`src/rtl/pipeline_mem_wb.sv`:
```
// MEM/WB stage: turns EX results into data-memory requests and register writebacks,
// and presents the MEM-stage forwarding pair to ID.
module pipeline_mem_wb #(
    parameter int DATA_W = 32,
    parameter int REG_W  = 5
) (
    input  logic              clk,
    input  logic              rst,
    input  logic              ex_valid,
    output logic              ex_ready,
    input  logic [REG_W-1:0]  ex_reg_dest,
    input  logic [DATA_W-1:0] ex_result,
    input  logic [3:0]        ex_mem_op,
    input  logic [DATA_W-1:0] ex_store_data,
    output logic              mem_req,
    output logic              mem_we,
    output logic [DATA_W-1:0] mem_addr,
    output logic [3:0]        mem_be,
    output logic [DATA_W-1:0] mem_wdata,
    input  logic              mem_ack,
    input  logic [DATA_W-1:0] mem_rdata,
    output logic [REG_W-1:0]  reg_forward_mem,
    output logic [DATA_W-1:0] data_forward_mem,
    output logic [REG_W-1:0]  reg_write,
    output logic [DATA_W-1:0] data_write,
    output logic              misalign_err
);

    localparam logic [3:0] OP_LB  = 4'd1;
    localparam logic [3:0] OP_LH  = 4'd2;
    localparam logic [3:0] OP_LW  = 4'd3;
    localparam logic [3:0] OP_LBU = 4'd4;
    localparam logic [3:0] OP_LHU = 4'd5;
    localparam logic [3:0] OP_SB  = 4'd8;
    localparam logic [3:0] OP_SH  = 4'd9;
    localparam logic [3:0] OP_SW  = 4'd10;

    typedef enum logic [0:0] {
        ST_IDLE     = 1'b0,
        ST_MEM_WAIT = 1'b1
    } state_e;

    function automatic logic op_is_load(input logic [3:0] op);
        case (op)
            OP_LB, OP_LH, OP_LW, OP_LBU, OP_LHU: op_is_load = 1'b1;
            default:                             op_is_load = 1'b0;
        endcase
    endfunction

    function automatic logic op_is_store(input logic [3:0] op);
        case (op)
            OP_SB, OP_SH, OP_SW: op_is_store = 1'b1;
            default:             op_is_store = 1'b0;
        endcase
    endfunction

    function automatic logic op_misaligned(input logic [3:0] op, input logic [1:0] a);
        case (op)
            OP_LH, OP_LHU, OP_SH: op_misaligned = a[0];
            OP_LW, OP_SW:         op_misaligned = (a != 2'b00);
            default:              op_misaligned = 1'b0;
        endcase
    endfunction

    function automatic logic [3:0] op_be(input logic [3:0] op, input logic [1:0] a);
        case (op)
            OP_LB, OP_LBU, OP_SB: op_be = 4'b0001 << a;
            OP_LH, OP_LHU, OP_SH: op_be = 4'b0011 << a;
            OP_LW, OP_SW:         op_be = 4'b1111;
            default:              op_be = 4'b0000;
        endcase
    endfunction

    function automatic logic [DATA_W-1:0] store_lanes(input logic [3:0] op,
                                                      input logic [DATA_W-1:0] d);
        case (op)
            OP_SB:   store_lanes = {4{d[7:0]}};
            OP_SH:   store_lanes = {2{d[15:0]}};
            default: store_lanes = d;
        endcase
    endfunction

    // Little-endian lane select followed by sign/zero extension.
    function automatic logic [DATA_W-1:0] load_extract(input logic [3:0] op,
                                                       input logic [1:0] a,
                                                       input logic [DATA_W-1:0] rd);
        logic [7:0]  b;
        logic [15:0] h;
        b = rd[{a, 3'b000} +: 8];
        h = rd[{a[1], 4'b0000} +: 16];
        case (op)
            OP_LB:   load_extract = {{(DATA_W-8){b[7]}}, b};
            OP_LBU:  load_extract = {{(DATA_W-8){1'b0}}, b};
            OP_LH:   load_extract = {{(DATA_W-16){h[15]}}, h};
            OP_LHU:  load_extract = {{(DATA_W-16){1'b0}}, h};
            default: load_extract = rd;
        endcase
    endfunction

    state_e              state_q, state_d;
    logic                m_valid_q, m_valid_d;
    logic                m_none_q, m_none_d;
    logic                m_load_q, m_load_d;
    logic [3:0]          m_op_q, m_op_d;
    logic [REG_W-1:0]    m_dest_q, m_dest_d;
    logic [DATA_W-1:0]   m_result_q, m_result_d;
    logic [REG_W-1:0]    fwd_reg_q, fwd_reg_d;
    logic                mem_we_q, mem_we_d;
    logic [DATA_W-1:0]   mem_addr_q, mem_addr_d;
    logic [3:0]          mem_be_q, mem_be_d;
    logic [DATA_W-1:0]   mem_wdata_q, mem_wdata_d;
    logic [REG_W-1:0]    reg_write_q, reg_write_d;
    logic [DATA_W-1:0]   data_write_q, data_write_d;
    logic                misalign_q, misalign_d;

    logic ack_s, ready_s, accept_s;
    logic cap_load_s, cap_store_s, cap_mem_s, cap_mis_s, cap_issue_s;

    // Handshake and decode of the instruction presented by EX.
    always_comb begin
        ack_s       = (state_q == ST_MEM_WAIT) && mem_ack;
        ready_s     = (state_q == ST_IDLE) || ack_s;
        accept_s    = ex_valid && ready_s;
        cap_load_s  = op_is_load(ex_mem_op);
        cap_store_s = op_is_store(ex_mem_op);
        cap_mem_s   = cap_load_s || cap_store_s;
        cap_mis_s   = cap_mem_s && op_misaligned(ex_mem_op, ex_result[1:0]);
        cap_issue_s = accept_s && cap_mem_s && !cap_mis_s;
    end

    // Next-state for the FSM, the M register, the request and the WB register.
    always_comb begin
        state_d      = state_q;
        m_valid_d    = m_valid_q;
        m_none_d     = m_none_q;
        m_load_d     = m_load_q;
        m_op_d       = m_op_q;
        m_dest_d     = m_dest_q;
        m_result_d   = m_result_q;
        fwd_reg_d    = {REG_W{1'b0}};
        misalign_d   = 1'b0;
        mem_we_d     = mem_we_q;
        mem_addr_d   = mem_addr_q;
        mem_be_d     = mem_be_q;
        mem_wdata_d  = mem_wdata_q;
        reg_write_d  = {REG_W{1'b0}};
        data_write_d = data_write_q;

        if (cap_issue_s) begin
            state_d = ST_MEM_WAIT;
        end else if (ready_s) begin
            state_d = ST_IDLE;
        end else begin
            state_d = state_q;
        end

        // M empties once its occupant retires unless a new instruction replaces it.
        if (accept_s) begin
            m_valid_d  = 1'b1;
            m_none_d   = !cap_mem_s;
            m_load_d   = cap_load_s;
            m_op_d     = ex_mem_op;
            m_dest_d   = ex_reg_dest;
            m_result_d = ex_result;
            fwd_reg_d  = cap_mem_s ? {REG_W{1'b0}} : ex_reg_dest;
            misalign_d = cap_mis_s;
        end else if (ready_s) begin
            m_valid_d = 1'b0;
        end else begin
            m_valid_d = m_valid_q;
        end

        if (cap_issue_s) begin
            mem_we_d    = cap_store_s;
            mem_addr_d  = {ex_result[DATA_W-1:2], 2'b00};
            mem_be_d    = op_be(ex_mem_op, ex_result[1:0]);
            mem_wdata_d = cap_store_s ? store_lanes(ex_mem_op, ex_store_data) : {DATA_W{1'b0}};
        end else begin
            mem_we_d    = mem_we_q;
            mem_addr_d  = mem_addr_q;
            mem_be_d    = mem_be_q;
            mem_wdata_d = mem_wdata_q;
        end

        if ((state_q == ST_IDLE) && m_valid_q && m_none_q && (m_dest_q != {REG_W{1'b0}})) begin
            reg_write_d  = m_dest_q;
            data_write_d = m_result_q;
        end else if (ack_s && m_load_q && (m_dest_q != {REG_W{1'b0}})) begin
            reg_write_d  = m_dest_q;
            data_write_d = load_extract(m_op_q, m_result_q[1:0], mem_rdata);
        end else begin
            reg_write_d  = {REG_W{1'b0}};
            data_write_d = data_write_q;
        end
    end

    // State and output registers with synchronous reset.
    always_ff @(posedge clk) begin
        if (rst) begin
            state_q      <= ST_IDLE;
            m_valid_q    <= 1'b0;
            m_none_q     <= 1'b0;
            m_load_q     <= 1'b0;
            m_op_q       <= 4'd0;
            m_dest_q     <= {REG_W{1'b0}};
            m_result_q   <= {DATA_W{1'b0}};
            fwd_reg_q    <= {REG_W{1'b0}};
            mem_we_q     <= 1'b0;
            mem_addr_q   <= {DATA_W{1'b0}};
            mem_be_q     <= 4'd0;
            mem_wdata_q  <= {DATA_W{1'b0}};
            reg_write_q  <= {REG_W{1'b0}};
            data_write_q <= {DATA_W{1'b0}};
            misalign_q   <= 1'b0;
        end else begin
            state_q      <= state_d;
            m_valid_q    <= m_valid_d;
            m_none_q     <= m_none_d;
            m_load_q     <= m_load_d;
            m_op_q       <= m_op_d;
            m_dest_q     <= m_dest_d;
            m_result_q   <= m_result_d;
            fwd_reg_q    <= fwd_reg_d;
            mem_we_q     <= mem_we_d;
            mem_addr_q   <= mem_addr_d;
            mem_be_q     <= mem_be_d;
            mem_wdata_q  <= mem_wdata_d;
            reg_write_q  <= reg_write_d;
            data_write_q <= data_write_d;
            misalign_q   <= misalign_d;
        end
    end

    assign ex_ready         = ready_s;
    assign mem_req          = (state_q == ST_MEM_WAIT);
    assign mem_we           = mem_we_q;
    assign mem_addr         = mem_addr_q;
    assign mem_be           = mem_be_q;
    assign mem_wdata        = mem_wdata_q;
    assign reg_forward_mem  = fwd_reg_q;
    assign data_forward_mem = m_result_q;
    assign reg_write        = reg_write_q;
    assign data_write       = data_write_q;
    assign misalign_err     = misalign_q;

endmodule

```
`config.mk`:
```
export PLATFORM = sky130hd
export DESIGN_NAME = pipeline_mem_wb
export DESIGN_NICKNAME = d
export VERILOG_FILES = /design/src/rtl/pipeline_mem_wb.sv
export SDC_FILE = /design/constraint.sdc
export NUM_CORES = 1
export LEC_CHECK = 0
export ABC_AREA = 1
export BUFFER_PORTS_ARGS = -buffer_cell sky130_fd_sc_hd__buf_2
export CORE_ASPECT_RATIO = 1.25
export CORE_MARGIN = 2
export CORE_UTILIZATION = 50
export CTS_CLUSTER_SIZE = 40
export DETAILED_ROUTE_END_ITERATION = 10
export PLACE_DENSITY = 0.8
export SYNTH_ARGS = -nofsm -noshare
export SYNTH_HDL_FRONTEND = slang
export SYNTH_SLANG_ARGS = --single-unit
```
`constraint.sdc`:
```
create_clock -name clk -period 2.1 [get_ports clk]
set_clock_uncertainty 0.1 [all_clocks]
set_input_delay 0.63 -clock clk [delete_from_list [all_inputs] [get_ports clk]]
set_output_delay 0.63 -clock clk [all_outputs]
set_load 0.005 [all_outputs]
```
; ---- Yosys cells after proc, flatten, opt, wreduce, memory -nomap -nowiden
; Cells that the tools add are included.
[totals]
regBits = 155
in_bits = 109
out_inout_bits = 146
wordCells = 73
[classes]
n_eq_ne = 12
shift = 4
n_mux = 14
bitwise = 2
n_reduce_logical = 26
[op_table]
columns = op, count
row1 = 32-bit case mux with 4 select lines, 1
row2 = 32-bit two-way mux, 3
row3 = 32-bit case mux with 2 select lines, 1
row4 = 32-bit by 6-bit variable part select with 16-bit output, 1
row5 = 32-bit by 6-bit variable part select with 8-bit output, 1
row6 = 4-bit by 3-bit equality test with 1-bit output (second input constant), 4
row7 = 4-bit by 2-bit equality test with 1-bit output (second input constant), 3
row8 = 4-bit equality test (second input constant), 3
row9 = 4-bit case mux with 3 select lines, 1
row10 = 3-bit OR reduction, 4
row11 = 1-bit logical AND, 10
row12 = 5-bit two-way mux, 2
row13 = 4-bit by 1-bit equality test with 1-bit output (second input constant), 2
row14 = 2-bit nonzero test, 4
row15 = 1-bit two-way mux, 5
row16 = 5-bit nonzero test, 1
row17 = 5-bit OR reduction, 1
row18 = 2-bit OR reduction, 2
row19 = 1-bit by 2-bit << shifter with 4-bit output (first input constant), 1
row20 = 2-bit by 2-bit << shifter with 4-bit output (first input constant), 1
row21 = 1-bit logical NOT, 2
row22 = 1-bit logical OR, 2
row23 = 1-bit inverter, 2
row24 = 1-bit case mux with 2 select lines, 1

; ---- Depth between registers and ports, before layout
; Gate-level depths: netlist of the first run.
[logic_depth]
ltp_word = 8
mapped_depth = 12
depth_no_buf = 11

; ---- Worst setup path before layout of the first run
; Ideal clock, no wire load.
[synth_path]
path_type = input-to-reg
start = input port ex_mem_op[3]
end = register mem_addr_q[12], in the netlist mem_addr[12]
setup_time_ns = 0.116
arrival_time_ns = 1.594
required_ns = 1.884
setup_slack_ns = 0.290
cell_stages = 10
path_buffers = 1
path_cell_list = inv_1 nor2_2 nand2_2 nand4_1 nand2_1 inv_1 nand2_2 buf_2 nor2_1 nor2_1
[synth_between]
elab_chain_cells = 7
elab_cells_between_ends = 20
classes_between = eq/ne (8) / mux (3) / reduce/logical (9)
[synth_lines]
columns = element, line
row1 = "start, declared", 13  ; input logic [3:0] ex_mem_op,
row2 = 4-bit by 2-bit equality test with 1-bit output (tied with other cells), "44, 58"
row3 = 5-bit OR reduction or 3-bit OR reduction (tied branches), "44, 51"
row4 = 1-bit two-way mux (on tied branches), "44, 51"
row5 = 1-bit logical OR, 126  ; cap_mem_s = cap_load_s || cap_store_s;
row6 = 1-bit logical AND, 127  ; cap_mis_s = cap_mem_s && op_misaligned(ex_mem_op, ex_result[1:0]);
row7 = 1-bit logical NOT, 128  ; cap_issue_s = accept_s && cap_mem_s && !cap_mis_s;
row8 = 1-bit logical AND (*), 128
row9 = "end signal, assigned", 209  ; mem_addr_q <= {DATA_W{1'b0}};
row10 = "end signal, assigned", 225  ; mem_addr_q <= mem_addr_d;
row11 = "end, declared", 109  ; logic [DATA_W-1:0] mem_addr_q, mem_addr_d;
; Mark *: on every way between the ends. The rest lies on a longest branch, timed or not.
; A chain may end at the register's enable or synchronous reset.

; ---- Worst setup path in the final report of the first run
[layout_path]
start = register state_q, in the netlist mem_req
end = output port ex_ready
[layout_between]
elab_chain_cells = 2
elab_cells_between_ends = 3
classes_between = bitwise (1) / reduce/logical (2)
[layout_lines]
columns = element, line
row1 = "start, declared", 100  ; state_e state_q, state_d;
row2 = "start signal, assigned", 216  ; state_q <= state_d;
row3 = 1-bit logical AND or 1-bit inverter (tied branches), "121, 122"
row4 = 1-bit logical OR (*), 122  ; ready_s = (state_q == ST_IDLE) || ack_s;
row5 = "end, declared", 10  ; output logic ex_ready,
; Marked as above.

==> metrics.log, run 1 <==
INFO  metric max_clock_freq = 503 MHz
INFO  metric share_seq_of_total_power = 0.429
INFO  metric pwr_density_cell = 828 nW/µm²
INFO  metric drcViolationCount = 0
INFO  metric power.share.switching = 0.276
INFO  metric synth_cells = 1021
INFO  metric gpl.final_weighted_congestion = 0.956
INFO  metric num_vias = 7635
INFO  metric design.final.nets = 1380
INFO  metric fin_crit = 1.99 ns
INFO  metric syn_avg_cell_area = 6.76 µm²
INFO  metric vias_per_cell = 5.23
INFO  metric io_pins = 255
INFO  metric timing.final.crit_share = 0.947
INFO  metric area.growth.synth_to_final = 31.4%
INFO  metric detail_route.first_pass.iterations = 5
INFO  metric mostFrequentLayoutCells = sky130_fd_sc_hd__nand2_1 (255), sky130_fd_sc_hd__buf_2 (252), sky130_fd_sc_hd__nor2_1 (220)
INFO  metric drt.antenna.violating_nets = 0
INFO  metric hold_buf_cts = 0
INFO  metric drive_above_1_share = 0.268
INFO  metric synth_top_area_share = 0.450
INFO  metric row_count = 48
INFO  metric die_h = 135 µm
INFO  metric ctsLongestPathBuffers = 2
INFO  metric final_max_slew_viol_count = 0
INFO  metric io_buffer_count = 252
INFO  metric grt_max_degree = 67
INFO  metric crit_path_start = mem_req$_SDFFE_PP0P_
INFO  metric dpl.hpwl = 16400 µm
INFO  metric numPlacedInstances = 1427
INFO  metric chipWidth = 109 µm
INFO  metric routedWlPerCell = 15.5 µm
INFO  metric cts-buffers-inserted = 17
INFO  metric cells_along_the_critical_path = inv_1, nor2_4, inv_1, buf_2
INFO  metric arrival = 1.26 ns
INFO  metric ys_seq_area_frac = 0.450
INFO  metric crit_path_top_delay_cell = sky130_fd_sc_hd__dfxtp_1
INFO  metric switching_power = 2.07 mW
INFO  metric floorplan.core_area = 13600 µm²
INFO  metric clock-root-buffer = sky130_fd_sc_hd__clkbuf_16
INFO  metric critical_path_maximum_fanout = 4
INFO  metric worstReg2RegStart = m_op_q[3]$_SDFFE_PP0P_
INFO  metric synth.lib_cells_used.distinct = 25
INFO  metric grt_first_pass_wirelength = 34900 µm
INFO  metric min-delay-path-class = in -> reg
INFO  metric routed_wl = 22500 µm
INFO  metric total_leakage_power = 4.63 nW
INFO  metric synth.area.top_cells = sky130_fd_sc_hd__dfxtp_1 (45%), sky130_fd_sc_hd__nand2_1 (14%), sky130_fd_sc_hd__nor2_1 (12%), sky130_fd_sc_hd__o21ai_0 (8.4%), sky130_fd_sc_hd__a21oi_1 (5.8%)
INFO  metric grt_overflow = 0
INFO  metric finalHoldViolCount = 0
INFO  metric rr_worst_depth = 11
INFO  metric p_int = 5.43 mW
INFO  metric clock_sinks = 155
INFO  metric design.die.area = 14800 µm²
INFO  metric grt_antenna_before_repair = 0
INFO  metric critPathLaunchType = flip-flop
INFO  metric grt_setup_unrepaired = false
INFO  metric share_clk_of_total_power = 0.418
INFO  metric number_of_global_route_vias_before_repair = 7090
INFO  metric worst_ep_required_time = 1.37 ns
INFO  metric drtIter0Drc = 565
INFO  metric timing.critical_path.to_type = primary output
INFO  metric initial_core_util = 0.506
INFO  metric post_layout_nonfiller_instances = 1459
INFO  metric setup.worst_path.end = ex_ready
INFO  metric post_synth_instance_area = 6900 µm²
INFO  metric cp_common_cell = sky130_fd_sc_hd__inv_1
INFO  metric worstSetupPathType = reg -> out
INFO  metric rrSetupSlack = 0.27 ns
INFO  metric htree_levels = 4
INFO  metric tritoncts = done
INFO  metric grt.total_usage = 0.305
INFO  metric pnr_total_power = 7.50 mW
INFO  metric seq_cells_post_synth = 155
INFO  metric peakVddDrop = 0.000516 V
INFO  metric yosysWarnings = 0
INFO  metric worstSkewPairLatency = 0.43 ns
INFO  metric antenna_cells_inserted = 0
INFO  metric combinationalPowerShare = 0.152
INFO  metric post_cts_setup_buffers = 0
INFO  metric mostFrequentLayoutCell = sky130_fd_sc_hd__nand2_1
INFO  metric outcome = completed
INFO  metric cap_violations = 0
INFO  metric timing.final.setup_violations = 0
INFO  metric synth_top_area_cell = sky130_fd_sc_hd__dfxtp_1
INFO  metric critical-path-max-stage-delay = 0.38 ns
INFO  metric clk_pin_slew_worst_paths = 0.06 ns
INFO  metric r2r_end = data_write[24]$_SDFFE_PP0P_
[worst max-delay path: cells and delay by family, from the launching register on]
family,cells,cell delay [ns]
and+or+nand+nor,1,0.14
buffers and inverters,3,0.31
DFF,1,0.38
[metrics by stage]
stage / util / hold slack [ns] / area [µm²] / TNS (ns) / setup slack (ns)
CTS: 0.664 / 0.311 / 9050 / 0 / 0.0470
floorplan: - / 0.339 / 6900 / 0 / 0.290
global placement: 0.620 / 0.346 / 8450 / 0 / 0.0448
detailed placement: 0.620 / 0.349 / 8450 / -0.324 / -0.0490
finish: 0.665 / 0.325 / 9060 / 0 / 0.111
global route: 0.665 / 0.335 / 9060 / 0 / 0.0483
[final cells by class]
type	count	area, µm²
Sequential cell	155	3100
Multi-Input combinational cell	748	3290
Inverter	57	214
Fill cell	1229	4570
Clock inverter	14	170
Clock buffer	18	429
Tap cell	175	219
Timing Repair Buffer	292	1640
[registers in the layout (all words and copies together) (netlist names)]
| name | cells |
|---|---|
| misalign_err | 1 |
| mem_addr | 30 |
| data_forward_mem | 32 |
| mem_be | 4 |
| mem_req | 1 |
| reg_write | 5 |
| m_load_q | 1 |
| mem_wdata | 32 |
| m_op_q | 4 |
| data_write | 32 |
| m_none_q | 1 |
| reg_forward_mem | 5 |
| mem_we | 1 |
| m_valid_q | 1 |
| m_dest_q | 5 |
[worst min path at each step]
stage	to	cells past startpoint	from
2_1_floorplan	reg_write[0]$_SDFF_PP0_	2	m_dest_q[0]$_SDFFE_PP0P_
3_3_place_gp	mem_wdata[24]$_SDFFE_PP0P_	2	mem_wdata[24]$_SDFFE_PP0P_
3_5_place_dp	mem_we$_SDFFE_PP0P_	2	mem_we$_SDFFE_PP0P_
4_1_cts	reg_forward_mem[3]$_SDFF_PP0_	3	ex_reg_dest[3]
5_1_grt	reg_forward_mem[3]$_SDFF_PP0_	3	ex_reg_dest[3]
6_report	reg_forward_mem[3]$_SDFF_PP0_	3	ex_reg_dest[3]
[cells by family after synthesis]
logic type / Yosys count / share of synthesized area
flip-flops: 155 / 0.450
AO/OA/AOI/OAI: 215 / 0.166
multiplexers: 6 / 0.00871
AND/OR/NAND/NOR: 525 / 0.299
buffers and inverters: 119 / 0.0763
other: 1 / 0.000544
[Yosys cell counts]
cell	n
sky130_fd_sc_hd__mux2i_1	6
sky130_fd_sc_hd__nand4_1	9
sky130_fd_sc_hd__buf_4	10
sky130_fd_sc_hd__nand3_1	23
sky130_fd_sc_hd__o211ai_1	4
sky130_fd_sc_hd__buf_6	5
sky130_fd_sc_hd__nand2_1	255
sky130_fd_sc_hd__conb_1	1
sky130_fd_sc_hd__nor2_1	223
sky130_fd_sc_hd__nor2_2	1
sky130_fd_sc_hd__or2_2	3
sky130_fd_sc_hd__nand2_2	5
sky130_fd_sc_hd__nand3_2	1
sky130_fd_sc_hd__clkinv_1	1
sky130_fd_sc_hd__a21oi_1	80
sky130_fd_sc_hd__nor2_4	1
sky130_fd_sc_hd__inv_1	50
sky130_fd_sc_hd__o21ai_0	116
sky130_fd_sc_hd__o221ai_1	15
sky130_fd_sc_hd__nor3_1	4
sky130_fd_sc_hd__inv_2	6
sky130_fd_sc_hd__dfxtp_1	155
sky130_fd_sc_hd__buf_1	4
sky130_fd_sc_hd__buf_2	4
sky130_fd_sc_hd__clkbuf_1	39
[power by group through the flow]
stage	sequential (mW)	clock, mW	combinational [mW]
finish	3.22	3.14	1.14
global route	3.24	3.30	1.28
CTS	3.22	3.17	1.13
detailed placement	3.28	0	1.13
global placement	3.28	0	1.11
floorplan	3.27	0	0.615
[timing repair]
item,CTS,global route
setup endpoints to repair,1,22
endpoints found under the hold margin,0,0
resized for setup,1,2
[metal layers]
metal	global-route usage	vias up	wire length (µm)
met5	0	-	0
met4	0.130	0	695
met3	0.0731	44	2030
met2	0.517	346	10800
met1	0.366	3452	8990
li1	-	3793	-
Power figures use the tool's default switching activity.
==> run 2: changes to the inputs <==
- GPL_TIMING_DRIVEN: default -> 0
==> run 2 against run 1 <==
Clock-buffer cell count did not move; cell count is 1.6% higher; setup slack improved by 0.0029 ns; sequential cell count stayed put; combinational power hardly changed; power rose by 1.5%; non-clock buffer count up 22; via count is 3.5% higher; cell area fell by 0.41%; critical endpoint is now data_write[16]$_SDFFE_PP0P_; largest cell class unchanged.
==> metrics.log, run 2 (same netlist as run 1, synthesis figures left out) <==
INFO  metric outcome = completed
INFO  metric placed_cell_area = 8380 µm² (-0.83%)
INFO  metric cts-buffers-inserted = 17 (unchanged)
INFO  metric grt_setup_unrepaired = false
INFO  metric worst_case_headroom_to_the_max_slew_limit = 0.541
INFO  metric critPathLaunchType = flip-flop
INFO  metric grt_overflow = 0 (unchanged)
INFO  metric drive_above_1_share = 0.249 (-0.0191)
INFO  metric num-fill-cells = 1256 (+2.2%)
INFO  metric design.final.nets = 1402 (+1.6%)
INFO  metric min-delay-path-class = in -> reg
INFO  metric total_leakage_power = 4.57 nW (-1.3%)
INFO  metric grt_antenna_before_repair = 2 (+2)
INFO  metric chipWidth = 109 µm (unchanged)
INFO  metric timing.critical_path.to_type = flip-flop
INFO  metric cpLargestDelayFamily = simple AND/OR/NAND/NOR gates
INFO  metric worstSkewPairLatency = 0.42 ns (about the same)
INFO  metric worstSetupPathType = reg -> reg
INFO  metric finalHoldViolCount = 0 (unchanged)
INFO  metric drt.antenna.violating_nets = 0 (unchanged)
INFO  metric detail_route.first_pass.iterations = 5 (unchanged)
INFO  metric dpl.hpwl = 19000 µm (+16%)
INFO  metric critical_path_maximum_fanout = 8 (+4)
INFO  metric cp_common_cell = sky130_fd_sc_hd__nor2_1
INFO  metric switching_power = 2.15 mW (+3.9%)
INFO  metric post-route-worst-setup-slack = 0.114 ns (+0.00295 ns)
INFO  metric share_clk_of_total_power = 0.425 (+0.007)
INFO  metric tightestPinTransition = 0.688 ns
INFO  metric final.hold.worst_slack = 0.333 ns (+0.00756 ns)
INFO  metric grt_max_degree = 17 (-75%)
INFO  metric routed_wl = 24700 µm (+9.4%)
INFO  metric vias_per_cell = 5.33 (+1.8%)
INFO  metric timing.final.setup_violations = 0 (unchanged)
INFO  metric mostFrequentLayoutCell = sky130_fd_sc_hd__buf_2
INFO  metric number_of_global_route_vias_before_repair = 7311 (+3.1%)
INFO  metric crit_buf_inv = 1 (-2)
INFO  metric peakVddDrop = 0.000491 V (-4.7%)
INFO  metric post_layout_nonfiller_instances = 1483 (+1.6%)
INFO  metric power.share.switching = 0.283 (+0.00663)
INFO  metric tritoncts = done
INFO  metric clock_sinks = 155 (unchanged)
INFO  metric numPlacedInstances = 1449 (+1.5%)
INFO  metric row_count = 48 (unchanged)
INFO  metric pwr_density_cell = 844 nW/µm² (+1.9%)
INFO  metric max_clock_freq = 503 MHz (+0.15%)
INFO  metric io_pins = 255 (unchanged)
INFO  metric combinationalPowerShare = 0.153 (about the same)
INFO  metric worst_ep_required_time = 2.35 ns (+0.98 ns)
INFO  metric setup_total_negative_slack = 0 ns (unchanged)
INFO  metric drtIter0Drc = 612 (+8.3%)
INFO  metric timing.final.crit_share = 0.946 (-0.00140)
INFO  metric clock-root-buffer = sky130_fd_sc_hd__clkbuf_16
INFO  metric ctsLongestPathBuffers = 2 (unchanged)
INFO  metric routedWlPerCell = 16.6 µm (+7.6%)
INFO  metric final_max_slew_viol_count = 0 (unchanged)
INFO  metric pnr_total_power = 7.62 mW (+1.5%)
INFO  metric htree_levels = 4 (unchanged)
INFO  metric crit_path_top_delay_cell = sky130_fd_sc_hd__nor2_1
INFO  metric cap_violations = 0 (unchanged)
INFO  metric grt_first_pass_wirelength = 37300 µm (+6.9%)
INFO  metric drcViolationCount = 0 (unchanged)
INFO  metric hold_buf_cts = 0 (unchanged)
INFO  metric design.die.area = 14800 µm² (unchanged)
INFO  metric die_h = 135 µm (unchanged)
INFO  metric fin_crit = 1.99 ns (-0.00295 ns)
INFO  metric io_buffer_count = 252 (unchanged)
INFO  metric dpl_worst_slack = -0.426 ns (-0.377 ns)
INFO  metric critical-path-max-stage-delay = 0.47 ns (+0.09 ns)
INFO  metric grt.total_usage = 0.329 (+0.0234)
INFO  metric clk_pin_slew_worst_paths = 0.06 ns (about the same)
INFO  metric arrival = 2.24 ns (+0.98 ns)
INFO  metric fin_util = 0.662 (-0.00275)
INFO  metric area.growth.synth_to_final = 30.8%
INFO  metric num_vias = 7903 (+3.5%)
INFO  metric initial_core_util = 0.506 (unchanged)
INFO  metric mostFrequentLayoutCells = sky130_fd_sc_hd__buf_2 (256), sky130_fd_sc_hd__nand2_1 (255), sky130_fd_sc_hd__nor2_1 (223)
INFO  metric floorplan.core_area = 13600 µm² (unchanged)
INFO  metric gpl.final_weighted_congestion = 0.979 (+2.4%)
INFO  metric share_seq_of_total_power = 0.422 (-0.007)
INFO  metric p_int = 5.46 mW (+0.58%)
INFO  metric post-route-cell-area = 9020 µm² (-0.41%)
INFO  metric cells_along_the_critical_path = inv_2, nand2_1, nor2_1, nor2_1, nand3_1, o21ai_0, nor2_1, nor2_1
==> run 2: final cells by class <==
cell class / instances / area (µm²) / area share
multi-input combinational: 748 / 3280 / 0.363
sequential: 155 / 3100 / 0.344
timing repair buffer: 252 / 1260 / 0.140
clock buffer: 18 / 439 / 0.0487
buffer: 62 / 319 / 0.0354
tap: 175 / 219 / 0.0243
inverter: 57 / 216 / 0.0240
clock inverter: 14 / 184 / 0.0204
antenna: 2 / 5.00 / 0.000555
==> run 2: worst min-delay path, stage by stage <==
cell and delay [ns]:
sky130_fd_sc_hd__buf_2 0.10, sky130_fd_sc_hd__inv_1 0.04, sky130_fd_sc_hd__nor2_1 0.03
==> run 2: repair_timing <==
item / 4_1_cts / 5_1_grt
resized for setup: 0 / 8
setup endpoints to repair: 0 / 31
setup buffers: 0 / 0
==> run 2: path summary, 6_finish.rpt <==
check	startpoint	endpoint	slack, ns	cells past startpoint
worst max-delay path	m_op_q[2]$_SDFFE_PP0P_	data_write[16]$_SDFFE_PP0P_	0.11	8
worst min-delay path	ex_reg_dest[3]	reg_forward_mem[3]$_SDFF_PP0_	0.33	3
worst max register to register	m_op_q[2]$_SDFFE_PP0P_	data_write[16]$_SDFFE_PP0P_	0.11	8
worst min register to register	mem_wdata[0]$_SDFFE_PP0P_	mem_wdata[0]$_SDFFE_PP0P_	0.36	2
==> run 2: per-layer routing <==
layer / wire length (µm) / global-route usage / part of all wire
met3: 2370 / 0.0827 / 0.096
met1: 9410 / 0.386 / 0.38
met5: 0 / 0 / 0
met2: 11700 / 0.545 / 0.48
met4: 1140 / 0.177 / 0.046
==> run 2: power by group through the flow <==
| stage | combinational (mW) | clock, mW | sequential, mW |
|---|---|---|---|
| after global routing | 1.29 | 3.37 | 3.23 |
| after floorplan | 0.615 | 0 | 3.27 |
| after detailed placement | 1.14 | 0 | 3.27 |
| after global placement | 1.13 | 0 | 3.27 |
| after CTS | 1.14 | 3.26 | 3.21 |
| final | 1.16 | 3.24 | 3.21 |
